### src/rtl/umi_splitter.sv
// rtl/umi_splitter.sv - UMI class splitter routing packets by bit 0 into two independent 2-entry FIFOs

// Two-entry FIFO with 1-bit pointers and a 2-bit occupancy count.
module umi_splitter_fifo2 #(
    parameter int UW = 256
) (
    input  logic          clk,
    input  logic          nreset,
    input  logic          i_wr,
    input  logic [UW-1:0] i_data,
    input  logic          i_rd,
    output logic          o_full,
    output logic          o_valid,
    output logic [UW-1:0] o_data
);

    logic          r_wptr;
    logic          r_rptr;
    logic [1:0]    r_count;
    logic [UW-1:0] r_mem [0:1];

    logic w_push;
    logic w_pop;

    // Guards keep count inside 0..2 even if a caller misbehaves.
    assign w_push  = i_wr && (r_count != 2'd2);
    assign w_pop   = i_rd && (r_count != 2'd0);

    assign o_full  = (r_count == 2'd2);
    assign o_valid = (r_count != 2'd0);
    assign o_data  = r_mem[r_rptr];

    // Pointer and count state; a simultaneous push and pop moves both pointers and leaves count alone.
    always_ff @(posedge clk or negedge nreset) begin
        if (!nreset) begin
            r_wptr  <= 1'b0;
            r_rptr  <= 1'b0;
            r_count <= 2'd0;
        end else begin
            if (w_push) begin
                r_wptr <= ~r_wptr;
            end
            if (w_pop) begin
                r_rptr <= ~r_rptr;
            end
            case ({w_push, w_pop})
                2'b10:   r_count <= r_count + 2'd1;
                2'b01:   r_count <= r_count - 2'd1;
                default: r_count <= r_count;
            endcase
        end
    end

    // Payload storage carries no reset; contents are only observed while count is non-zero.
    always_ff @(posedge clk) begin
        if (w_push) begin
            r_mem[r_wptr] <= i_data;
        end
    end

endmodule

// Top level: bit 0 of the input packet selects the response (1) or request (0) queue.
module umi_splitter #(
    parameter int AW = 64,
    parameter int UW = 256
) (
    input  logic          clk,
    input  logic          nreset,
    input  logic          umi_in_valid,
    input  logic [UW-1:0] umi_in_packet,
    output logic          umi_in_ready,
    output logic          umi_resp_out_valid,
    output logic [UW-1:0] umi_resp_out_packet,
    input  logic          umi_resp_out_ready,
    output logic          umi_req_out_valid,
    output logic [UW-1:0] umi_req_out_packet,
    input  logic          umi_req_out_ready
);

    // The address width only keeps the parameter list aligned with the rest of the UMI fabric.
    if (AW > 0) begin : g_aw_present
    end

    logic w_cls;
    logic w_accept;
    logic w_resp_full;
    logic w_req_full;
    logic w_resp_wr;
    logic w_req_wr;
    logic w_resp_rd;
    logic w_req_rd;

    assign w_cls = umi_in_packet[0];

    // Only the queue the current packet targets can stall the input.
    assign umi_in_ready = w_cls ? !w_resp_full : !w_req_full;
    assign w_accept     = umi_in_valid && umi_in_ready;
    assign w_resp_wr    = w_accept && w_cls;
    assign w_req_wr     = w_accept && !w_cls;
    assign w_resp_rd    = umi_resp_out_valid && umi_resp_out_ready;
    assign w_req_rd     = umi_req_out_valid && umi_req_out_ready;

    umi_splitter_fifo2 #(.UW(UW)) u_resp_fifo (
        .clk     (clk),
        .nreset  (nreset),
        .i_wr    (w_resp_wr),
        .i_data  (umi_in_packet),
        .i_rd    (w_resp_rd),
        .o_full  (w_resp_full),
        .o_valid (umi_resp_out_valid),
        .o_data  (umi_resp_out_packet)
    );

    umi_splitter_fifo2 #(.UW(UW)) u_req_fifo (
        .clk     (clk),
        .nreset  (nreset),
        .i_wr    (w_req_wr),
        .i_data  (umi_in_packet),
        .i_rd    (w_req_rd),
        .o_full  (w_req_full),
        .o_valid (umi_req_out_valid),
        .o_data  (umi_req_out_packet)
    );

endmodule

### config.mk
export PLATFORM = sky130hd
export DESIGN_NAME = umi_splitter
export DESIGN_NICKNAME = d
export VERILOG_FILES = /design/src/rtl/umi_splitter.sv
export SDC_FILE = /design/constraint.sdc
export NUM_CORES = 1
export LEC_CHECK = 0
export ABC_CLOCK_PERIOD_IN_PS = 33800
export BUFFER_PORTS_ARGS = -buffer_cell sky130_fd_sc_hd__buf_4
export CAP_MARGIN = 0
export CORE_MARGIN = 5
export CORE_UTILIZATION = 30
export CTS_BUF_LIST = sky130_fd_sc_hd__clkbuf_4 sky130_fd_sc_hd__clkbuf_8 sky130_fd_sc_hd__clkbuf_16
export DETAILED_ROUTE_END_ITERATION = 8
export GPL_ROUTABILITY_DRIVEN = 0
export MAX_ROUTING_LAYER = met4
export SETUP_SLACK_MARGIN = 0.15
export SLEW_MARGIN = 20
export SYNTH_ARGS = -nofsm -noshare
export SYNTH_HDL_FRONTEND = slang
export SYNTH_SLANG_ARGS = --single-unit
### constraint.sdc
create_clock -name clk -period 33.8 [get_ports clk]
set_input_delay 6.76 -clock clk [delete_from_list [all_inputs] [get_ports clk]]
set_output_delay 6.76 -clock clk [all_outputs]
set_load 0.005 [all_outputs]
### Word-level counts from Yosys, hierarchy flattened

Memories as Yosys holds them, arrays and structs flattened.
Index checks and enable logic that the tools add are counted.

| storage, ports and cells | value |
|---|---|
| output and inout port bits | 515 |
| logic and storage cells | 47 |
| memories | 2 |
| bits of input ports | 261 |
| RAM bits | 1,024 |
| register bits after elaboration | 8 |

| operators by class | value |
|---|---|
| eq/ne operators | 8 |
| $add $sub $neg | 4 |
| reduce and logical (&&, ||, !) cells | 16 |
| bitwise gates (word level) | 4 |
| multiplexer cells | 7 |

Memories:

| memory | words | width | read ports | clocked after Yosys merged registers in | write ports | RTL line | RTL |
|---|---|---|---|---|---|---|---|
| u_req_fifo.r_mem | 2 | 256 | 1 | 0 | 1 | 20 | `logic [UW-1:0] r_mem [0:1];` |
| u_resp_fifo.r_mem | 2 | 256 | 1 | 0 | 1 | 20 |  |

Operator list:

| operator | count |
|---|---|
| logical AND 1 bit | 9 |
| equality test 2 bit (second input constant) | 4 |
| case mux 2 bit (2 select lines) | 2 |
| nonzero test 2 bit | 4 |
| 2-to-1 mux 1 bit | 5 |
| adder 2 x 1 -> 2 bit (second input constant) | 2 |
| equality test 2 x 1 -> 1 bit (second input constant) | 2 |
| != test 2 bit (second input constant) | 2 |
| inverter 1 bit | 4 |
| subtractor 2 x 1 -> 2 bit (second input constant) | 2 |
| logical NOT 1 bit | 3 |

### Logic depth before layout (Yosys ltp)

| depth | value |
|---|---|
| depth after elaboration | 8 |
| depth in mapped cells | 6 |
| mapped depth without buffers | 6 |

### By module

From an unflattened synthesis, not the netlist that was laid out.

| second synthesis, totals | value |
|---|---|
| cells, all modules | 1,635 |
| area total of the unflattened synthesis | 39,401.5 sq um |

Modules (own cells, without submodules):

| module | cells each | area each (sq um) | instances | sequential area each (sq um) |
|---|---|---|---|---|
| umi_splitter_fifo2 | 815 | 19,681.4 | 2 | 15,474.8 |
| umi_splitter | 5 | 38.8 | 1 | 0.0 |

### Worst setup path after synthesis

Ideal clock, no wire load.

| timing path | value |
|---|---|
| path kind | input-to-reg |
| start point | input port umi_in_packet[0] |
| end point | memory u_req_fifo.r_mem[0][0] (enable) |
| slack | 15,310 ps |
| required time | 32,921 ps |
| stages on the path | 2 |
| arrival | 17,611 ps |
| buffers on the path | 0 |
| cell sequence | nand3b_1 > nor2_1 |

| on the way | value |
|---|---|
| longest elaborated chain between the ends | 6 |
| elaborated cells on any way between the ends | 7 |
| those cells by class | mux (3); reduce/logical (4) |

RTL lines:

| item | RTL line | RTL |
|---|---|---|
| from (decl) | 71 | `input logic [UW-1:0] umi_in_packet,` |
| 2-to-1 mux 1 bit | 97 | `assign umi_in_ready = w_cls ? !w_resp_full : !w_req_full;` |
| logical AND 1 bit | 98 | `assign w_accept = umi_in_valid && umi_in_ready;` |
| logical AND 1 bit (*) | 100 | `assign w_req_wr = w_accept && !w_cls;` |
| logical AND 1 bit (*) | 26 | `assign w_push = i_wr && (r_count != 2'd2);` |
| 2-to-1 mux 1 bit (*) | 56 | `if (w_push) begin` |
| 2-to-1 mux 1 bit (not written as such) (*) | 57 | `r_mem[r_wptr] <= i_data;` |
| to (decl) | 20 |  |

Every way passes the cells marked *; elsewhere a longest branch is shown, timed or not.

### Final worst setup path

| timing path | value |
|---|---|
| start point | input port umi_in_packet[0] |
| end point | output port umi_in_ready |

| on the way | value |
|---|---|
| longest elaborated chain between the ends | 1 |

RTL lines:

| item | RTL line | RTL |
|---|---|---|
| 2-to-1 mux 1 bit | 97 |  |
| to (decl) | 72 | `output logic umi_in_ready,` |

No other way between the ends.

==> metrics <==
status finished clean; DR vias 18,100; CP Max Fanout 7; Placement Rows 133; Yosys Warn Count 0; Cell Chain, Critical Path buf_4 > mux2_2 > buf_4; CTS tree yes; classification of the worst setup path input port to primary output; non-filler instance count after layout 4,340; Max H-tree Level 3; Power Dens Cells 79.8 nW/um^2; EDFF count, synth 1,024; drc violations 0; Max Cap Viol 0; type of the worst min-delay path register to register; final hold viol count 0; worst skew pair latency 0.69 ns; top_reg_cell synth edfxtp_1; Synth cell types 18; antenna violations before repair 9; Synth Area per Inst 24.1 sq um; core footprint 131,000 sq um; largest net degree at the start of global routing 98; CP endpoint kind primary output; number of port buffers 775; Final Critical Period 14.11 ns; Tcrit/Tclk final 0.417; post-CTS setup buffers 0; most frequent cell after synthesis edfxtp_1; antenna violation net count after detailed routing 0; clk root buf clkbuf_16; I/O pins 776; Hold-fix buffers, CTS 0; layout cells sized above 1 0.580; nets 2,748; wirelength, routed 92,300 um; die area 139,000 sq um; crit path launch type input port; synthesis-stage register bit count 1,032; DIE WIDTH 372 um; Post-synth ARST share 0.00775; GR Util All Layers 0.131; GR Overflow Total 0; Synth area leaders edfxtp_1, mux2_4, mux2_2, buf_6, buf_8; area share of the largest cell type after synthesis 0.781; DRT iter0 DRCs 997; drt first pass iters 6; dpl hpwl 60,800 um; vias in the first global route 19,000; Net Count, Synth 1,894; CP required 27.04 ns; crit path DAT 7.35 ns; DR vias/cell 4.17; post-CTS resize count 0; RSZ-0062 raised after global routing false; final instance area 50,400 sq um; Synth area leader edfxtp_1; setup TNS 0 ns; Avg WL per Cell 21.3 um; Slew @ Worst Pin 1.01 ns; peak supply drop 0.0540 mV; clock sink count 1,032; Leak Pwr 19.1 nW; Synth-to-Final Area Change 28.0%; Cell Area, Synth 39,400 sq um; die span in y 372 um; Slew headroom 0.325; cell count after synthesis 1,631; clk buf depth 3; first-pass GRT wire length 130,000 um; fmax 70.9 MHz; Worst path most repeated cell buf_4; Final setup violation count 0; Placed Cells 4,131; Slew Limit Fails 0; Worst path max stage delay 0.33 ns; Slowest cell on crit path mux2_2; Fillers 11,900; Clock Skews 0.0157 ns; Placed Instance Area 46,900 sq um; Num CTS Buffers 107; Worst-path clk slew 0.06 ns; initial core utilization 0.301; top cells by count, synth edfxtp_1, mux2_4, mux2_2; sequential fraction of the synthesis area 0.786
## metrics by stage
step / setup slack [ns] / hold WS [ns] / utilization / power [mW]
2_1_floorplan: 15.31 / 0.457 / - / 2.46
6_report: 19.69 / 0.482 / 0.385 / 4.02
3_5_place_dp: 19.69 / 0.479 / 0.358 / 2.94
3_3_place_gp: 19.70 / 0.476 / 0.358 / 2.94
5_1_grt: 19.67 / 0.520 / 0.385 / 4.20
4_1_cts: 19.69 / 0.489 / 0.385 / 4.10
## layout by cell type, fill, tap and decap left out, drive strengths merged, types with 3 or more instances in the layout
| cell type | count |
|---|---|
| clkinv | 53 |
| edfxtp | 1024 |
| nor2 | 6 |
| xnor2 | 6 |
| clkinvlp | 3 |
| bufinv | 5 |
| buf | 803 |
| dfrtp | 8 |
| xor2 | 4 |
| clkbuf | 138 |
| inv | 5 |
| mux2 | 513 |
| diode | 7 |
## worst max-delay path: cells and delay by family
kind	cells	cell delay, ns
muxes	1	0.33
buffers and inverters	2	0.25
## area by class of cell
class	instances	area (sq um)	area share
multi-input cells	539	7720	0.153
well taps	1755	2200	0.0436
diodes	7	17.5	0.000348
clock buffers	138	2990	0.0594
inverters	2	7.51	0.000149
repair buffers	803	6050	0.120
flip-flops and latches	1032	31000	0.614
clock inverters	64	464	0.00921
## routing by layer
layer  track usage  part of all wire  vias up  wire, um
met2         0.221              0.51      565     46900
met1         0.143              0.38     9140     35000
met5             -                 0        -         0
met4        0.0453             0.027        0      2470
li1              -                 -     8249         -
met3        0.0474             0.086      128      7910
## report_power, final
group          internal, mW  switching (mW)  total (mW)
registers              1.59          0.0650        1.66
clock network         0.663           0.475        1.14
logic                 0.687           0.542        1.23
## registers in the layout, indices dropped and copies added, names as in the netlist
signal,cells
u_resp_fifo.r_count,2
u_req_fifo.r_count,2
u_req_fifo.r_wptr,1
u_req_fifo.r_mem,512
u_resp_fifo.r_rptr,1
u_resp_fifo.r_wptr,1
u_req_fifo.r_rptr,1
u_resp_fifo.r_mem,512
## worst paths after layout
kind | from | end | slack [ns] | depth (start not counted)
max in group asynchronous | nreset | u_req_fifo.r_rptr | 27.76 | 1
min in group asynchronous | nreset | u_resp_fifo.r_count[1] | 5.89 | 1
worst max register to register | u_resp_fifo.r_count[0] | u_resp_fifo.r_mem[0][166] | 29.75 | 6
worst min register to register | u_req_fifo.r_count[1] | u_req_fifo.r_count[1] | 0.48 | 1
worst min-delay path | u_req_fifo.r_count[1] | u_req_fifo.r_count[1] | 0.48 | 1
worst max-delay path | umi_in_packet[0] | umi_in_ready | 19.69 | 3
## kinds of logic (layout without fill, tap and decap cells)
logic type	after synthesis	count (layout)	share of synthesized area
flops	1032	1032	0.786
mux	513	513	0.191
buf+inv	60	1007	0.0187
simple gates	14	14	0.00184
xor+xnor	10	10	0.00222
fa+ha+maj	2	2	0.000635
other cells	0	7	0
(Power assumes the default switching activity.)
